**config.mk**
```make
export PLATFORM = sky130hd
export DESIGN_NAME = id_pipe_flat
export DESIGN_NICKNAME = d
export VERILOG_FILES = /design/src/rtl/id_pipe_if.sv /design/src/rtl/id_pipe.sv /design/src/flat_wrapper.sv
export SDC_FILE = /design/constraint.sdc
export NUM_CORES = 1
export LEC_CHECK = 0
export ABC_AREA = 1
export CORE_ASPECT_RATIO = 1.75
export CORE_MARGIN = 2
export CORE_UTILIZATION = 39
export DETAILED_ROUTE_END_ITERATION = 8
export GPL_TIMING_DRIVEN = 0
export PLACE_DENSITY_LB_ADDON = 0.15
export SYNTH_ARGS = -nofsm -noshare
export SYNTH_HDL_FRONTEND = slang
export SYNTH_SLANG_ARGS = --single-unit
export TNS_END_PERCENT = 30
```
**constraint.sdc**
```tcl
create_clock -name clk -period 2.2 [get_ports clk]
set_clock_uncertainty 0.1 [all_clocks]
set_input_delay 0.44 -clock clk [delete_from_list [all_inputs] [get_ports clk]]
set_output_delay 0.44 -clock clk [all_outputs]
set_load 0.005 [all_outputs]
```
**src/rtl/id_pipe_if.sv**
```systemverilog
// Shared decode encodings plus the handshake/bus interface of the id_pipe
// decode stage.
//   master : upstream/environment side (drives instruction, regfile data,
//            forwarding sources, flush and EX ready)
//   slave  : id_pipe side (drives in_ready, regfile read ports, ID/EX slot)
package id_pipe_pkg;

  localparam int unsigned ALUOP_W  = 8;
  localparam int unsigned ALUSEL_W = 3;

  typedef logic [ALUOP_W-1:0]  alu_op_t;
  typedef logic [ALUSEL_W-1:0] alu_sel_t;

  // Primary opcodes
  localparam logic [5:0] EXE_SPECIAL_INST = 6'b000000;
  localparam logic [5:0] EXE_ANDI         = 6'b001100;
  localparam logic [5:0] EXE_ORI          = 6'b001101;
  localparam logic [5:0] EXE_XORI         = 6'b001110;
  localparam logic [5:0] EXE_LUI          = 6'b001111;
  localparam logic [5:0] EXE_PREF         = 6'b110011;

  // SPECIAL function codes
  localparam logic [5:0] EXE_AND  = 6'b100100;
  localparam logic [5:0] EXE_OR   = 6'b100101;
  localparam logic [5:0] EXE_XOR  = 6'b100110;
  localparam logic [5:0] EXE_NOR  = 6'b100111;
  localparam logic [5:0] EXE_SLL  = 6'b000000;
  localparam logic [5:0] EXE_SRL  = 6'b000010;
  localparam logic [5:0] EXE_SRA  = 6'b000011;
  localparam logic [5:0] EXE_SLLV = 6'b000100;
  localparam logic [5:0] EXE_SRLV = 6'b000110;
  localparam logic [5:0] EXE_SRAV = 6'b000111;
  localparam logic [5:0] EXE_SYNC = 6'b001111;

  // ALU operations
  localparam alu_op_t EXE_NOP_OP = 8'b00000000;
  localparam alu_op_t EXE_AND_OP = 8'b00100100;
  localparam alu_op_t EXE_OR_OP  = 8'b00100101;
  localparam alu_op_t EXE_XOR_OP = 8'b00100110;
  localparam alu_op_t EXE_NOR_OP = 8'b00100111;
  localparam alu_op_t EXE_SLL_OP = 8'b01111100;
  localparam alu_op_t EXE_SRL_OP = 8'b00000010;
  localparam alu_op_t EXE_SRA_OP = 8'b00000011;

  // Result selectors
  localparam alu_sel_t EXE_RES_NOP   = 3'b000;
  localparam alu_sel_t EXE_RES_LOGIC = 3'b001;
  localparam alu_sel_t EXE_RES_SHIFT = 3'b010;

endpackage

interface id_pipe_if #(
  parameter int unsigned DATA_W  = 32,
  parameter int unsigned RADDR_W = 5,
  parameter int unsigned N_FWD   = 2,
  parameter int unsigned CNT_W   = 16
) ();

  logic                        flush_i;
  logic                        in_valid_i;
  logic                        in_ready_o;
  logic [31:0]                 pc_i;
  logic [31:0]                 inst_i;
  logic                        re1_o;
  logic                        re2_o;
  logic [RADDR_W-1:0]          raddr1_o;
  logic [RADDR_W-1:0]          raddr2_o;
  logic [DATA_W-1:0]           rdata1_i;
  logic [DATA_W-1:0]           rdata2_i;
  logic [N_FWD-1:0]            fwd_we_i;
  logic [N_FWD-1:0]            fwd_pend_i;
  logic [N_FWD*RADDR_W-1:0]    fwd_waddr_i;
  logic [N_FWD*DATA_W-1:0]     fwd_wdata_i;
  logic                        out_valid_o;
  logic                        out_ready_i;
  logic [31:0]                 pc_o;
  logic                        we_o;
  logic [RADDR_W-1:0]          waddr_o;
  id_pipe_pkg::alu_op_t        aluop_o;
  id_pipe_pkg::alu_sel_t       alusel_o;
  logic [DATA_W-1:0]           data1_o;
  logic [DATA_W-1:0]           data2_o;
  logic                        illegal_o;
  logic [CNT_W-1:0]            stall_cnt_o;

  modport master (
    output flush_i, in_valid_i, pc_i, inst_i, rdata1_i, rdata2_i,
           fwd_we_i, fwd_pend_i, fwd_waddr_i, fwd_wdata_i, out_ready_i,
    input  in_ready_o, re1_o, re2_o, raddr1_o, raddr2_o, out_valid_o,
           pc_o, we_o, waddr_o, aluop_o, alusel_o, data1_o, data2_o,
           illegal_o, stall_cnt_o
  );

  modport slave (
    input  flush_i, in_valid_i, pc_i, inst_i, rdata1_i, rdata2_i,
           fwd_we_i, fwd_pend_i, fwd_waddr_i, fwd_wdata_i, out_ready_i,
    output in_ready_o, re1_o, re2_o, raddr1_o, raddr2_o, out_valid_o,
           pc_o, we_o, waddr_o, aluop_o, alusel_o, data1_o, data2_o,
           illegal_o, stall_cnt_o
  );

endinterface

```
**src/rtl/id_pipe.sv**
```systemverilog
// MIPS decode stage for the logic/shift subset with operand forwarding,
// load-use stall detection and a registered ID/EX slot (valid/ready + flush).
// Ports:
//   clk    : clock
//   rst_n  : synchronous active-low reset
//   bus    : id_pipe_if.slave -- instruction in, regfile read ports,
//            forwarding sources, ID/EX slot out, stall counter
module id_pipe
  import id_pipe_pkg::*;
#(
  parameter int unsigned DATA_W  = 32,
  parameter int unsigned RADDR_W = 5,
  parameter int unsigned N_FWD   = 2,
  parameter int unsigned CNT_W   = 16
) (
  input  logic     clk,
  input  logic     rst_n,
  id_pipe_if.slave bus
);

  // Instruction fields
  logic [5:0]         op;
  logic [5:0]         fn;
  logic [4:0]         sa;
  logic [RADDR_W-1:0] rs;
  logic [RADDR_W-1:0] rt;
  logic [RADDR_W-1:0] rd;

  assign op = bus.inst_i[31:26];
  assign fn = bus.inst_i[5:0];
  assign sa = bus.inst_i[10:6];
  assign rs = RADDR_W'(bus.inst_i[25:21]);
  assign rt = RADDR_W'(bus.inst_i[20:16]);
  assign rd = RADDR_W'(bus.inst_i[15:11]);

  // Decoded controls
  logic               dec_re1;
  logic               dec_re2;
  logic               dec_we;
  logic [RADDR_W-1:0] dec_waddr;
  alu_op_t            dec_aluop;
  alu_sel_t           dec_alusel;
  logic               dec_illegal;
  logic [DATA_W-1:0]  dec_imm;
  logic               imm_on1;
  logic               imm_on2;

  // Combinational decode; anything not listed is flagged illegal
  always_comb begin
    dec_re1     = 1'b0;
    dec_re2     = 1'b0;
    dec_we      = 1'b0;
    dec_waddr   = '0;
    dec_aluop   = EXE_NOP_OP;
    dec_alusel  = EXE_RES_NOP;
    dec_illegal = 1'b0;
    dec_imm     = '0;
    imm_on1     = 1'b0;
    imm_on2     = 1'b0;
    if (bus.inst_i[31:21] == 11'd0 &&
        (fn == EXE_SLL || fn == EXE_SRL || fn == EXE_SRA)) begin
      // Constant shifts: shift amount rides in operand 1
      dec_re2    = 1'b1;
      imm_on1    = 1'b1;
      dec_imm    = DATA_W'(sa);
      dec_we     = 1'b1;
      dec_waddr  = rd;
      dec_alusel = EXE_RES_SHIFT;
      case (fn)
        EXE_SLL: dec_aluop = EXE_SLL_OP;
        EXE_SRL: dec_aluop = EXE_SRL_OP;
        default: dec_aluop = EXE_SRA_OP;
      endcase
    end else if (op == EXE_SPECIAL_INST) begin
      case (fn)
        EXE_AND, EXE_OR, EXE_XOR, EXE_NOR: begin
          dec_re1    = 1'b1;
          dec_re2    = 1'b1;
          dec_we     = 1'b1;
          dec_waddr  = rd;
          dec_alusel = EXE_RES_LOGIC;
          case (fn)
            EXE_AND: dec_aluop = EXE_AND_OP;
            EXE_OR:  dec_aluop = EXE_OR_OP;
            EXE_XOR: dec_aluop = EXE_XOR_OP;
            default: dec_aluop = EXE_NOR_OP;
          endcase
        end
        EXE_SLLV, EXE_SRLV, EXE_SRAV: begin
          if (sa == 5'd0) begin
            dec_re1    = 1'b1;
            dec_re2    = 1'b1;
            dec_we     = 1'b1;
            dec_waddr  = rd;
            dec_alusel = EXE_RES_SHIFT;
            case (fn)
              EXE_SLLV: dec_aluop = EXE_SLL_OP;
              EXE_SRLV: dec_aluop = EXE_SRL_OP;
              default:  dec_aluop = EXE_SRA_OP;
            endcase
          end else begin
            dec_illegal = 1'b1;
          end
        end
        EXE_SYNC: ;
        default: dec_illegal = 1'b1;
      endcase
    end else begin
      case (op)
        EXE_ANDI, EXE_ORI, EXE_XORI, EXE_LUI: begin
          // Immediate rides in operand 2; lui is an OR of rs with imm<<16
          dec_re1    = 1'b1;
          imm_on2    = 1'b1;
          dec_we     = 1'b1;
          dec_waddr  = rt;
          dec_alusel = EXE_RES_LOGIC;
          if (op == EXE_LUI) dec_imm = DATA_W'({bus.inst_i[15:0], 16'h0000});
          else               dec_imm = DATA_W'(bus.inst_i[15:0]);
          case (op)
            EXE_ANDI: dec_aluop = EXE_AND_OP;
            EXE_XORI: dec_aluop = EXE_XOR_OP;
            default:  dec_aluop = EXE_OR_OP;
          endcase
        end
        EXE_PREF: ;
        default: dec_illegal = 1'b1;
      endcase
    end
  end

  // Regfile read ports
  logic re1;
  logic re2;

  assign re1          = bus.in_valid_i & dec_re1;
  assign re2          = bus.in_valid_i & dec_re2;
  assign bus.re1_o    = re1;
  assign bus.re2_o    = re2;
  assign bus.raddr1_o = rs;
  assign bus.raddr2_o = rt;

  // Per-port forwarding; the lowest-index matching source wins
  logic               port_re   [2];
  logic [RADDR_W-1:0] port_addr [2];
  logic [DATA_W-1:0]  port_rf   [2];
  logic [DATA_W-1:0]  port_val  [2];
  logic               port_haz  [2];

  assign port_re[0]   = re1;
  assign port_re[1]   = re2;
  assign port_addr[0] = rs;
  assign port_addr[1] = rt;
  assign port_rf[0]   = bus.rdata1_i;
  assign port_rf[1]   = bus.rdata2_i;

  always_comb begin
    logic matched;
    for (int p = 0; p < 2; p++) begin
      port_val[p] = '0;
      port_haz[p] = 1'b0;
      matched     = 1'b0;
      if (port_re[p] && port_addr[p] != '0) begin
        port_val[p] = port_rf[p];
        for (int i = 0; i < int'(N_FWD); i++) begin
          if (!matched && bus.fwd_we_i[i] &&
              bus.fwd_waddr_i[i*RADDR_W +: RADDR_W] == port_addr[p]) begin
            matched     = 1'b1;
            port_haz[p] = bus.fwd_pend_i[i];
            port_val[p] = bus.fwd_wdata_i[i*DATA_W +: DATA_W];
          end
        end
      end
    end
  end

  // Operand muxing: immediates occupy the unread slot, unread slots are 0
  logic [DATA_W-1:0] op1;
  logic [DATA_W-1:0] op2;

  assign op1 = imm_on1 ? dec_imm : port_val[0];
  assign op2 = imm_on2 ? dec_imm : port_val[1];

  // Handshake
  logic hazard;
  logic ready;
  logic capture;
  logic out_valid;

  assign hazard         = bus.in_valid_i & (port_haz[0] | port_haz[1]);
  assign ready          = ~bus.flush_i & ~hazard & (~out_valid | bus.out_ready_i);
  assign capture        = bus.in_valid_i & ready;
  assign bus.in_ready_o = ready;

  // ID/EX slot registers
  logic [31:0]        pc_q;
  logic               we_q;
  logic [RADDR_W-1:0] waddr_q;
  alu_op_t            aluop_q;
  alu_sel_t           alusel_q;
  logic [DATA_W-1:0]  data1_q;
  logic [DATA_W-1:0]  data2_q;
  logic               illegal_q;
  logic [CNT_W-1:0]   stall_cnt;

  // Slot update: flush beats capture, capture beats drain
  always_ff @(posedge clk) begin
    if (!rst_n) begin
      out_valid <= 1'b0;
      pc_q      <= '0;
      we_q      <= 1'b0;
      waddr_q   <= '0;
      aluop_q   <= EXE_NOP_OP;
      alusel_q  <= EXE_RES_NOP;
      data1_q   <= '0;
      data2_q   <= '0;
      illegal_q <= 1'b0;
      stall_cnt <= '0;
    end else begin
      if (bus.flush_i) begin
        out_valid <= 1'b0;
      end else if (capture) begin
        out_valid <= 1'b1;
        pc_q      <= bus.pc_i;
        we_q      <= dec_we;
        waddr_q   <= dec_waddr;
        aluop_q   <= dec_aluop;
        alusel_q  <= dec_alusel;
        data1_q   <= op1;
        data2_q   <= op2;
        illegal_q <= dec_illegal;
      end else if (bus.out_ready_i) begin
        out_valid <= 1'b0;
      end
      // Saturating count of hazard-stall cycles
      if (hazard && !bus.flush_i && stall_cnt != {CNT_W{1'b1}}) begin
        stall_cnt <= stall_cnt + CNT_W'(1);
      end
    end
  end

  assign bus.out_valid_o = out_valid;
  assign bus.pc_o        = pc_q;
  assign bus.we_o        = we_q;
  assign bus.waddr_o     = waddr_q;
  assign bus.aluop_o     = aluop_q;
  assign bus.alusel_o    = alusel_q;
  assign bus.data1_o     = data1_q;
  assign bus.data2_o     = data2_q;
  assign bus.illegal_o   = illegal_q;
  assign bus.stall_cnt_o = stall_cnt;

endmodule

```
**src/flat_wrapper.sv**
```systemverilog
// flat-port wrapper written by rule: the top's interface ports become plain ports
module id_pipe_flat import id_pipe_pkg::*;
#(
  parameter int unsigned DATA_W  = 32,
  parameter int unsigned RADDR_W = 5,
  parameter int unsigned N_FWD   = 2,
  parameter int unsigned CNT_W   = 16
)
  (clk, rst_n, bus_flush_i, bus_in_valid_i, bus_pc_i, bus_inst_i, bus_rdata1_i, bus_rdata2_i, bus_fwd_we_i, bus_fwd_pend_i, bus_fwd_waddr_i, bus_fwd_wdata_i, bus_out_ready_i, bus_in_ready_o, bus_re1_o, bus_re2_o, bus_raddr1_o, bus_raddr2_o, bus_out_valid_o, bus_pc_o, bus_we_o, bus_waddr_o, bus_aluop_o, bus_alusel_o, bus_data1_o, bus_data2_o, bus_illegal_o, bus_stall_cnt_o);
  id_pipe_if #(.DATA_W(DATA_W), .RADDR_W(RADDR_W), .N_FWD(N_FWD), .CNT_W(CNT_W)) bus_i ();
  input  logic clk;
  input  logic rst_n;
  input wire logic [$bits(bus_i.flush_i)-1:0] bus_flush_i;
  input wire logic [$bits(bus_i.in_valid_i)-1:0] bus_in_valid_i;
  input wire logic [$bits(bus_i.pc_i)-1:0] bus_pc_i;
  input wire logic [$bits(bus_i.inst_i)-1:0] bus_inst_i;
  input wire logic [$bits(bus_i.rdata1_i)-1:0] bus_rdata1_i;
  input wire logic [$bits(bus_i.rdata2_i)-1:0] bus_rdata2_i;
  input wire logic [$bits(bus_i.fwd_we_i)-1:0] bus_fwd_we_i;
  input wire logic [$bits(bus_i.fwd_pend_i)-1:0] bus_fwd_pend_i;
  input wire logic [$bits(bus_i.fwd_waddr_i)-1:0] bus_fwd_waddr_i;
  input wire logic [$bits(bus_i.fwd_wdata_i)-1:0] bus_fwd_wdata_i;
  input wire logic [$bits(bus_i.out_ready_i)-1:0] bus_out_ready_i;
  output wire logic [$bits(bus_i.in_ready_o)-1:0] bus_in_ready_o;
  output wire logic [$bits(bus_i.re1_o)-1:0] bus_re1_o;
  output wire logic [$bits(bus_i.re2_o)-1:0] bus_re2_o;
  output wire logic [$bits(bus_i.raddr1_o)-1:0] bus_raddr1_o;
  output wire logic [$bits(bus_i.raddr2_o)-1:0] bus_raddr2_o;
  output wire logic [$bits(bus_i.out_valid_o)-1:0] bus_out_valid_o;
  output wire logic [$bits(bus_i.pc_o)-1:0] bus_pc_o;
  output wire logic [$bits(bus_i.we_o)-1:0] bus_we_o;
  output wire logic [$bits(bus_i.waddr_o)-1:0] bus_waddr_o;
  output wire logic [$bits(bus_i.aluop_o)-1:0] bus_aluop_o;
  output wire logic [$bits(bus_i.alusel_o)-1:0] bus_alusel_o;
  output wire logic [$bits(bus_i.data1_o)-1:0] bus_data1_o;
  output wire logic [$bits(bus_i.data2_o)-1:0] bus_data2_o;
  output wire logic [$bits(bus_i.illegal_o)-1:0] bus_illegal_o;
  output wire logic [$bits(bus_i.stall_cnt_o)-1:0] bus_stall_cnt_o;
  assign bus_i.flush_i = bus_flush_i;
  assign bus_i.in_valid_i = bus_in_valid_i;
  assign bus_i.pc_i = bus_pc_i;
  assign bus_i.inst_i = bus_inst_i;
  assign bus_i.rdata1_i = bus_rdata1_i;
  assign bus_i.rdata2_i = bus_rdata2_i;
  assign bus_i.fwd_we_i = bus_fwd_we_i;
  assign bus_i.fwd_pend_i = bus_fwd_pend_i;
  assign bus_i.fwd_waddr_i = bus_fwd_waddr_i;
  assign bus_i.fwd_wdata_i = bus_fwd_wdata_i;
  assign bus_i.out_ready_i = bus_out_ready_i;
  assign bus_in_ready_o = bus_i.in_ready_o;
  assign bus_re1_o = bus_i.re1_o;
  assign bus_re2_o = bus_i.re2_o;
  assign bus_raddr1_o = bus_i.raddr1_o;
  assign bus_raddr2_o = bus_i.raddr2_o;
  assign bus_out_valid_o = bus_i.out_valid_o;
  assign bus_pc_o = bus_i.pc_o;
  assign bus_we_o = bus_i.we_o;
  assign bus_waddr_o = bus_i.waddr_o;
  assign bus_aluop_o = bus_i.aluop_o;
  assign bus_alusel_o = bus_i.alusel_o;
  assign bus_data1_o = bus_i.data1_o;
  assign bus_data2_o = bus_i.data2_o;
  assign bus_illegal_o = bus_i.illegal_o;
  assign bus_stall_cnt_o = bus_i.stall_cnt_o;
  id_pipe #(.DATA_W(DATA_W), .RADDR_W(RADDR_W), .N_FWD(N_FWD), .CNT_W(CNT_W)) u_core (.clk(clk), .rst_n(rst_n), .bus(bus_i));
endmodule
```
; ---- Word level (Yosys, flattened, before mapping)
; Index checks and enable logic that the tools add are counted.
[totals]
ff_bits = 131
latchBits = 0
ram_bits = 0
rom_bits = 0
in_bits = 211
output_inout_bits = 144
word_cells = 132
mem_count = 0
[classes]
add_sub_neg = 1
mul = 0
div = 0
order_cmp = 0
n_eq_ne = 20
shift = 0
n_mux = 59
n_bitwise = 12
n_reduce_logical = 30
[op_table]
columns = cell, n
row1 = $mux 32, 12
row2 = $mux 8, 4
row3 = $eq 6x4->1 const B, 5
row4 = $eq 6x6->1 const B, 5
row5 = $pmux 7 s2, 2
row6 = $mux 1, 27
row7 = $eq 5x5->1, 4
row8 = $mux 5, 4
row9 = $eq 6x3->1 const B, 3
row10 = $add 16x1->16 const B, 1
row11 = $ne 16x16->1 const B, 1
row12 = $pmux 8 s2, 1
row13 = $eq 6x2->1 const B, 2
row14 = $logic_not 6->1, 2
row15 = $logic_and 1x1->1, 11
row16 = $logic_not 11->1, 1
row17 = $pmux 5 s2, 1
row18 = $reduce_bool 5->1, 2
row19 = $reduce_or 5->1, 2
row20 = $reduce_or 4->1, 2
row21 = $and 1x1->1, 6
row22 = $mux 3, 2
row23 = $pmux 2 s3, 1
row24 = $pmux 3 s2, 1
row25 = 12 further kinds, 20

; ---- Longest topological paths before layout
; Gate-level depths: netlist (run 1).
[logic_depth]
depth_word = 20
ltp_mapped = 16
ltp_nobuf = 14

; ---- Worst setup path after synthesis (run 1)
; No wires, ideal clock.
[synth_timing]
path_type = input to output
startpoint = in bus_inst_i[30]
endpoint = out bus_in_ready_o
arrival_time_ps = 1713
required_time_ps = 1660
slack_ps = -53
cell_stages = 11
path_buffers = 1
cell_sequence = nor2_2 inv_2 nor2_4 nand3_2 nand3_2 nand2_2 nor2_8 nand2_2 nand2_2 buf_2 nor3_1
[synth_between]
elab_chain_cells = 13
elab_cells_between_ends = 24
cone_classes = eq/ne: 4 / mux: 7 / bitwise: 7 / reduce/logical: 6
[synth_rtl]
columns = item, line_no
row1 = from (decl), flat_wrapper.sv:16  ; input wire logic [$bits(bus_i.inst_i)-1:0] bus_inst_i;
row2 = $eq 6x4->1, id_pipe.sv:109  ; case (op)
row3 = $reduce_or 4->1, id_pipe.sv:109
row4 = $mux 1, id_pipe.sv:109
row5 = $mux 1, id_pipe.sv:74  ; end else if (op == EXE_SPECIAL_INST) begin
row6 = $mux 1, id_pipe.sv:60  ; if (bus.inst_i[31:21] == 11'd0 &&
row7 = $and 1x1->1, id_pipe.sv:135  ; assign re1 = bus.in_valid_i & dec_re1;
row8 = $logic_and 1x1->1, id_pipe.sv:162  ; if (port_re[p] && port_addr[p] != '0) begin
row9 = $mux 1, id_pipe.sv:162
row10 = $or 1x1->1 (*), id_pipe.sv:189  ; assign hazard = bus.in_valid_i & (port_haz[0] | port_haz[1]);
row11 = $and 1x1->1 (*), id_pipe.sv:189
row12 = $not 1->1 (*), id_pipe.sv:190  ; assign ready = ~bus.flush_i & ~hazard & (~out_valid | bus.out_ready_i);
row13 = $and 1x1->1 (*) (2 in series), id_pipe.sv:190
row14 = to (decl), flat_wrapper.sv:24  ; output wire logic [$bits(bus_i.in_ready_o)-1:0] bus_in_ready_o;
; Every way passes the cells marked *; elsewhere a longest branch is shown, timed or not.

; ---- Worst setup path after layout (run 1)
[layout_timing]
startpoint = in bus_in_valid_i
endpoint = out bus_in_ready_o
[layout_between]
elab_chain_cells = 8
elab_cells_between_ends = 11
cone_classes = mux: 2 / bitwise: 7 / reduce/logical: 2
[layout_rtl]
columns = item, line_no
row1 = from (decl), flat_wrapper.sv:14  ; input wire logic [$bits(bus_i.in_valid_i)-1:0] bus_in_valid_i;
row2 = $and 1x1->1 (on tied branches), "id_pipe.sv:135, id_pipe.sv:136"
row3 = $logic_and 1x1->1, id_pipe.sv:162
row4 = $mux 1, id_pipe.sv:162
row5 = $or 1x1->1, id_pipe.sv:189
row6 = $and 1x1->1 (*), id_pipe.sv:189
row7 = $not 1->1 (*), id_pipe.sv:190
row8 = $and 1x1->1 (*) (2 in series), id_pipe.sv:190
; Marks and branches as above.

==> impl_metrics.py, run 1 <==
metrics = {
    "sta": {
        "final.min_clock_period_ns": 2.274,
        "layout_setup_ws_ns": -0.07352,
        "finalSetupViolations": 1,
        "rsz0062_at_grt": "true",
        "maxSlewHeadroom_pct": 54.17,
        "hold_violations": 0,
        "max_freq_ghz": 0.4398,
        "worst_pin_slew_ns": 0.6874,
        "tns_ns": -0.07352,
        "slew_violations": 0,
        "hold_ws_ns": 0.3115,
        "finalCritPeriodShare_pct": 103.3,
    },
    "synthesis": {
        "synth_top_flop_cell": "dfxtp_1",
        "synth_common_cells": "nand2_1, nor2_1, inv_1",
        "syn_avg_cell_area_um2": 5.746,
        "synthCells": 1439,
        "synth_edf_count": 0,
        "post_synth_num_cell_types": 35,
        "yosysSeqAreaShare_pct": 30.51,
        "async_reset_ff_share_pct": 0,
        "yosysMostFrequentCell": "nand2_1",
        "ys_ff_latch": 126,
        "synth_area_leaders": "dfxtp_1, nand2_1, nor2_1",
        "synth.top_cell.area_share_pct": 30.51,
        "synth_area_um2": 8268,
        "ys.warnings.count": 0,
        "synth_area_leader_cell": "dfxtp_1",
    },
    "die": {
        "die_w_um": 114.1,
        "core-area_um2": 20850,
        "rows": 70,
        "ioPinCount": 355,
        "start_util_pct": 39.66,
        "die_h_um": 196.6,
        "die-area_um2": 22430,
    },
    "critical_path": {
        "cp_slowest_stage_delay_ns": 0.73,
        "crit_path_end_kind": "output pin",
        "crit_fanout": 7,
        "cp_slowest_cell": "clkdlybuf4s50_1",
        "cp.arrival_ns": 1.73,
        "critPathBufInv": 3,
        "worstSetupPathType": "in -> out",
        "worst_setup_path_start_kind": "primary input",
        "path_common_cell": "nand2_4",
        "required_ns": 1.66,
        "cp_cell_sequence": "clkdlybuf4s50_1, nand3_4, inv_4, nand2_4, nand2_4, nor3_2, buf_2",
        "critical-path-top-delay-family": "buffers and inverters",
    },
    "clock_tree": {
        "clk_pin_slew_ns": 0.05,
        "cts_tree": "built",
        "cts_sinks": 126,
        "htree_levels": 4,
        "clk_latency_ns": 0.43,
        "cts_hold_buf": 0,
        "cts-root-buf": "clkbuf_16",
        "clock_path_buffers": 2,
        "cts_buffers": 17,
    },
    "global_routing": {
        "grt_pass1_wl_mm": 55.13,
        "grtUsageTotal_pct": 32.19,
        "grt_max_degree": 17,
        "grt_pass1_vias": 10499,
        "grt_antenna_before_repair": 4,
        "gr-total-overflow": 0,
    },
    "cells_and_area": {
        "final.fill_count": 1991,
        "ff_latch_area_um2": 2522,
        "multi_input_area_um2": 4733,
        "nets": 2052,
        "drive_above_1_share_pct": 13.82,
        "area_growth_pct": 60.81,
        "final_cell_count_no_fill": 2108,
    },
    "placed_design": {
        "gp_congestion": 1.011,
        "dp.cells": 2043,
        "portBuffers": 351,
        "place_hpwl_mm": 29.15,
        "place_ws_ns": -1.404,
    },
    "drt": {
        "avgViaCountPerCell": 5.031,
        "wl_per_cell_um": 17.40,
        "finalWirelength_mm": 36.69,
        "postRouteAntennaNets": 0,
        "drt_iter0_markers": 804,
        "first_pass_iters": 7,
        "drc": 0,
        "vias": 10606,
    },
    "run": {
        "cap_violations": 0,
    },
    "power_and_ir_drop": {
        "power_leakage_nw": 6.387,
        "vdd_drop_max_mv": 0.3581,
        "power.density_nw_per_um2": 540.4,
    },
    "outcome": {
        "outcome": "finished with violations",
        "violations": "negative setup slack",
    },
    "worst_hold_path": {
        "min_path_type": "in -> reg",
    },
}
-- final cells by class --
type | count | share of cell area (%)
multi-input cells | 1011 | 35.60
clock buffers | 18 | 3.303
diodes | 3 | 0.05647
repair buffers | 382 | 27.23
well taps | 252 | 2.372
plain buffers | 89 | 4.875
inverters | 213 | 6.032
flip-flops and latches | 126 | 18.97
clock inverters | 14 | 1.553
-- routing by layer --
| metal | share of wire [%] | vias to the layer above | global-route usage, % |
|---|---|---|---|
| met5 | 0.030 | - | 0 |
| met4 | 7.5 | 2 | 22.27 |
| met3 | 7.0 | 159 | 6.950 |
| met2 | 52 | 534 | 59.55 |
| met1 | 33 | 4702 | 31.04 |
| li1 | - | 5209 | - |
-- state kept, by name (all words and copies together) (netlist names), 2 cells and up --
name,cells
u_core.bus.aluop_o,4
u_core.bus.alusel_o,2
u_core.bus.data1_o,32
u_core.bus.data2_o,32
u_core.bus.pc_o,32
u_core.bus.stall_cnt_o,16
u_core.bus.waddr_o,5
-- power by group --
group | leakage (nW) | switching, mW | internal, mW | total (mW)
sequential | 1.03 | 0.0697 | 2.41 | 2.48
clock | 0.311 | 1.17 | 1.95 | 3.12
combinational | 5.04 | 0.742 | 0.840 | 1.58
-- worst register-to-register path: stages, from the launching register on --
cell     delay, ns
dfxtp_1       0.42
ha_1          0.23
nand3_1       0.18
nor2_2        0.21
nand2_1       0.08
inv_1         0.10
a41oi_1       0.22
nand3_1       0.19
nand2_1       0.06
nand2_1       0.06
nor2_1        0.05
-- repair_timing --
item                                    in CTS  in global routing
gates resized for setup                    205                130
buffers inserted                            25                  6
pin swaps                                   36                 38
endpoints found under the setup margin     129                126
hold endpoints to repair                     0                  0
-- path summary, 6_finish.rpt --
path                             startpoint                         end  slack (ns)  cells past startpoint
hold / removal                        rst_n  u_core.bus.stall_cnt_o[13]        0.31                      3
setup / recovery             bus_in_valid_i              bus_in_ready_o       -0.07                      7
setup reg to reg  u_core.bus.stall_cnt_o[0]  u_core.bus.stall_cnt_o[11]        0.19                     10
hold reg to reg      u_core.bus.out_valid_o      u_core.bus.out_valid_o        0.39                      2
-- layout by cell type, fill, tap and decap left out, types with 4 or more instances in the layout --
master           count
clkdlybuf4s15_1      5
bufinv_16            4
nand4_1             23
nor3_1               7
a21oi_1             17
buf_6               17
o21ai_1             25
o22ai_1             10
clkbuf_16           17
nand2_4              7
nand2_2             10
buf_1                7
inv_1              193
a211oi_1            24
nor2_4              14
clkbuf_2            26
o211ai_1            28
nand3_1             16
dfxtp_1            126
clkbuf_4             8
buf_8                7
nand3_4              4
nand3_2              7
buf_4               49
o21ai_0             74
nand2_1            405
nor2_1             293
buf_2               26
nor2_2              13
inv_2               19
dlygate4sd2_1        4
xor2_1               8
clkdlybuf4s50_1    309
clkbuf_1            10
-- through the flow --
step           power, mW  instance area, um^2  util (%)
3_5_place_dp       4.035                12110     58.11
3_3_place_gp       4.019                12110     58.11
4_1_cts            7.161                13130     62.99
6_report           7.184                13300     63.78
2_1_floorplan      3.138                 8284         -
5_1_grt            7.466                13300     63.78
-- kinds of logic after synthesis --
logic type / share of synthesized area [%]
simple gates: 39.03
buf+inv: 15.94
compound gates: 13.17
flops: 30.51
xor+xnor: 1.165
fa+ha+maj: 0.1513
other cells: 0.04536
Note: power is estimated with default switching activity, not from simulation.
==> run 2: changes to the inputs <==
Settings changed: SETUP_SLACK_MARGIN set to 0.5.
==> run 2 against run 1 <==
  * The flow finishes with violations (design-rule violations, negative setup slack)
  * Sequential power about the same
  * Fmax shrank 4.9%
  * Die area stayed put
  * Flip-flop and latch count unchanged
  * Routed wire length increased by 16%
  * Final cell count up 3.0%
  * Register-to-register slack about the same
  * Critical path depth is 6 higher
  * Sequential share of layout area decreased by 2.5 points
  * Critical path type unchanged
  * Largest cell class is now non-clock buffers
==> impl_metrics.py, run 2 (same netlist as run 1, synthesis figures left out) <==
metrics = {
    "global_routing": {
        "grtUsageTotal_pct": 35.97,
        "grt_max_degree": 17,
        "grt_pass1_wl_mm": 61.02,
        "grt_pass1_vias": 11246,
        "gr-total-overflow": 0,
        "grt_antenna_before_repair": 3,
    },
    "critical_path": {
        "timing.rr.end": "u_core.bus.data2_o[19]",
        "crit_path_end_kind": "output pin",
        "r2r_cells": 10,
        "crit_fanout": 3,
        "worstSetupPathType": "in -> out",
        "r2r_slack_ns": 0.20,
        "cp.depth": 13,
        "critPathBufInv": 3,
        "path_common_cell": "nand2_4",
        "worstSetupEndpoint": "bus_in_ready_o",
        "cp.arrival_ns": 1.85,
        "cp_slowest_stage_delay_ns": 0.19,
        "crit_start": "bus_inst_i[27]",
        "cp_cell_sequence": "buf_8, nor2_4, nand2_2, nor2_4, nand3_4, nand3_4, nand2_4, nor2_8, nand2_4, nand2_4, buf_6, nor3_2, buf_2",
        "critical-path-top-delay-family": "simple AND/OR/NAND/NOR gates",
        "r2r-start": "u_core.bus.out_valid_o",
        "worst_setup_path_start_kind": "primary input",
        "cp_slowest_cell": "nor2_4",
        "required_ns": 1.66,
    },
    "cells_and_area": {
        "area_growth_pct": 89.12,
        "final_cell_mix": "nand2_1, nor2_1, inv_1, clkdlybuf4s50_1, dlymetal6s2s_1",
        "final.fill_count": 1628,
        "fin_area_um2": 15640,
        "nets": 2118,
        "drive_above_1_share_pct": 26.84,
        "final_common_cell": "nand2_1",
    },
    "drt": {
        "route.met2.wl_mm": 22.27,
        "avgViaCountPerCell": 5.205,
        "vias": 11306,
        "postRouteAntennaNets": 0,
        "wl_per_cell_um": 19.63,
        "maxUsedRoutingLayer": "met5",
        "drc": 5,
        "routed-wl-met3_mm": 2.827,
        "wl_met1_mm": 13.74,
        "finalWirelength_mm": 42.64,
        "drt_iter0_markers": 797,
        "first_pass_iters": 9,
    },
    "placed_design": {
        "portBuffers": 351,
        "place_ws_ns": -1.301,
        "postPlaceCellArea_um2": 12150,
        "gp_congestion": 0.9643,
        "place_hpwl_mm": 29.74,
    },
    "sta": {
        "rsz0062_at_grt": "true",
        "layout_setup_ws_ns": -0.1899,
        "hold_violations": 0,
        "max_freq_ghz": 0.4184,
        "maxSlewHeadroom_pct": 45.04,
        "slew_violations": 0,
        "final.min_clock_period_ns": 2.390,
        "finalSetupViolations": 2,
        "finalCritPeriodShare_pct": 108.6,
        "hold_ws_ns": 0.2319,
        "worst_pin_slew_ns": 0.8244,
    },
    "die": {
        "die-area_um2": 22430,
        "die_h_um": 196.6,
        "core-area_um2": 20850,
        "die_w_um": 114.1,
        "rows": 70,
        "ioPinCount": 355,
        "start_util_pct": 39.66,
    },
    "clock_tree": {
        "clk_pin_slew_ns": 0.06,
        "cts-root-buf": "clkbuf_16",
        "htree_levels": 4,
        "cts_tree": "built",
        "clk_latency_ns": 0.44,
        "cts_sinks": 126,
        "clock_path_buffers": 2,
        "cts_hold_buf": 0,
        "cts_buffers": 17,
    },
    "power_and_ir_drop": {
        "seq_power_share_pct": 32.7,
        "intPower_mw": 5.326,
        "vdd_drop_max_mv": 0.3297,
        "power.density_nw_per_um2": 483.7,
        "comb_power_share_pct": 26.9,
        "power_leakage_nw": 8.993,
        "swShare_pct": 29.58,
        "p_switching_mw": 2.238,
        "clkPwrFrac_pct": 40.4,
    },
    "worst_hold_path": {
        "min_path_type": "in -> reg",
    },
    "outcome": {
        "outcome": "finished with violations",
        "violations": "design-rule violations, negative setup slack",
    },
    "run": {
        "cap_violations": 0,
    },
}
run 2: cell count changes in the layout (fill, tap and decap cells not counted), moves of 26 or more:
cell and change:
nand2_1 -113, clkdlybuf4s50_1 -126, nor2_1 -26, nand2_2 +90, dfxtp_1 -27, dlymetal6s2s_1 +116, buf_4 +27
run 2: power by group through the flow:
stage / combinational [mW] / sequential (mW) / clock [mW]
after floorplan: 0.607 / 2.53 / 0
after global placement: 1.51 / 2.53 / 0
after detailed placement: 1.52 / 2.53 / 0
after CTS: 1.87 / 2.48 / 3.06
after global routing: 2.16 / 2.49 / 3.17
final: 2.03 / 2.47 / 3.06
run 2: layout make-up:
| class | count | area (um^2) | area share [%] |
|---|---|---|---|
| inverters | 213 | 825.8 | 5.281 |
| flip-flops and latches | 126 | 2571 | 16.44 |
| clock buffers | 18 | 439.2 | 2.809 |
| well taps | 252 | 315.3 | 2.016 |
| multi-input cells | 1011 | 5346 | 34.19 |
| repair buffers | 447 | 5067 | 32.41 |
| diodes | 1 | 2.502 | 0.01600 |
| plain buffers | 90 | 887.1 | 5.673 |
| clock inverters | 14 | 181.4 | 1.160 |
run 2: what timing repair did:
action                     CTS  global route
setup buffers               56            18
setup endpoints to repair  268           257
cloned                      16             6
pin swaps                  129            86
gates resized for setup    564           294
run 2: per-stage QoR:
stage	power (mW)	setup TNS (ns)	util [%]	instances
final	7.564	-0.2028	75.01	2172
after global routing	7.821	-2.839	75.00	2171
after CTS	7.399	-0.09872	69.82	2147
after detailed placement	4.048	-120.65	58.30	2043
after global placement	4.036	-115.98	58.30	2043
after floorplan	3.140	0	-	1440
run 2: routing by layer:
layer  GRT usage, %  up-vias
met3          7.626      230
met1          33.72     5121
met4          26.65        2
li1               -     5363
met5              0        -
met2          66.91      590
run 2: worst min-delay path by stage:
stage	cells after the start	end	start	slack, ns
final	5	u_core.bus.data2_o[23]	bus_inst_i[7]	0.23
after detailed placement	2	u_core.bus.out_valid_o	u_core.bus.out_valid_o	0.38
after global routing	5	u_core.bus.data2_o[23]	bus_inst_i[7]	0.26
after CTS	5	u_core.bus.data2_o[23]	bus_inst_i[7]	0.25
after floorplan	2	u_core.bus.out_valid_o	u_core.bus.out_valid_o	0.38
after global placement	2	u_core.bus.out_valid_o	u_core.bus.out_valid_o	0.38
run 2: worst register-to-register path: cells and delay by family (launching register included):
family | cells | cell delay, ns
flops | 1 | 0.30
simple gates | 5 | 0.76
buf+inv | 5 | 0.73
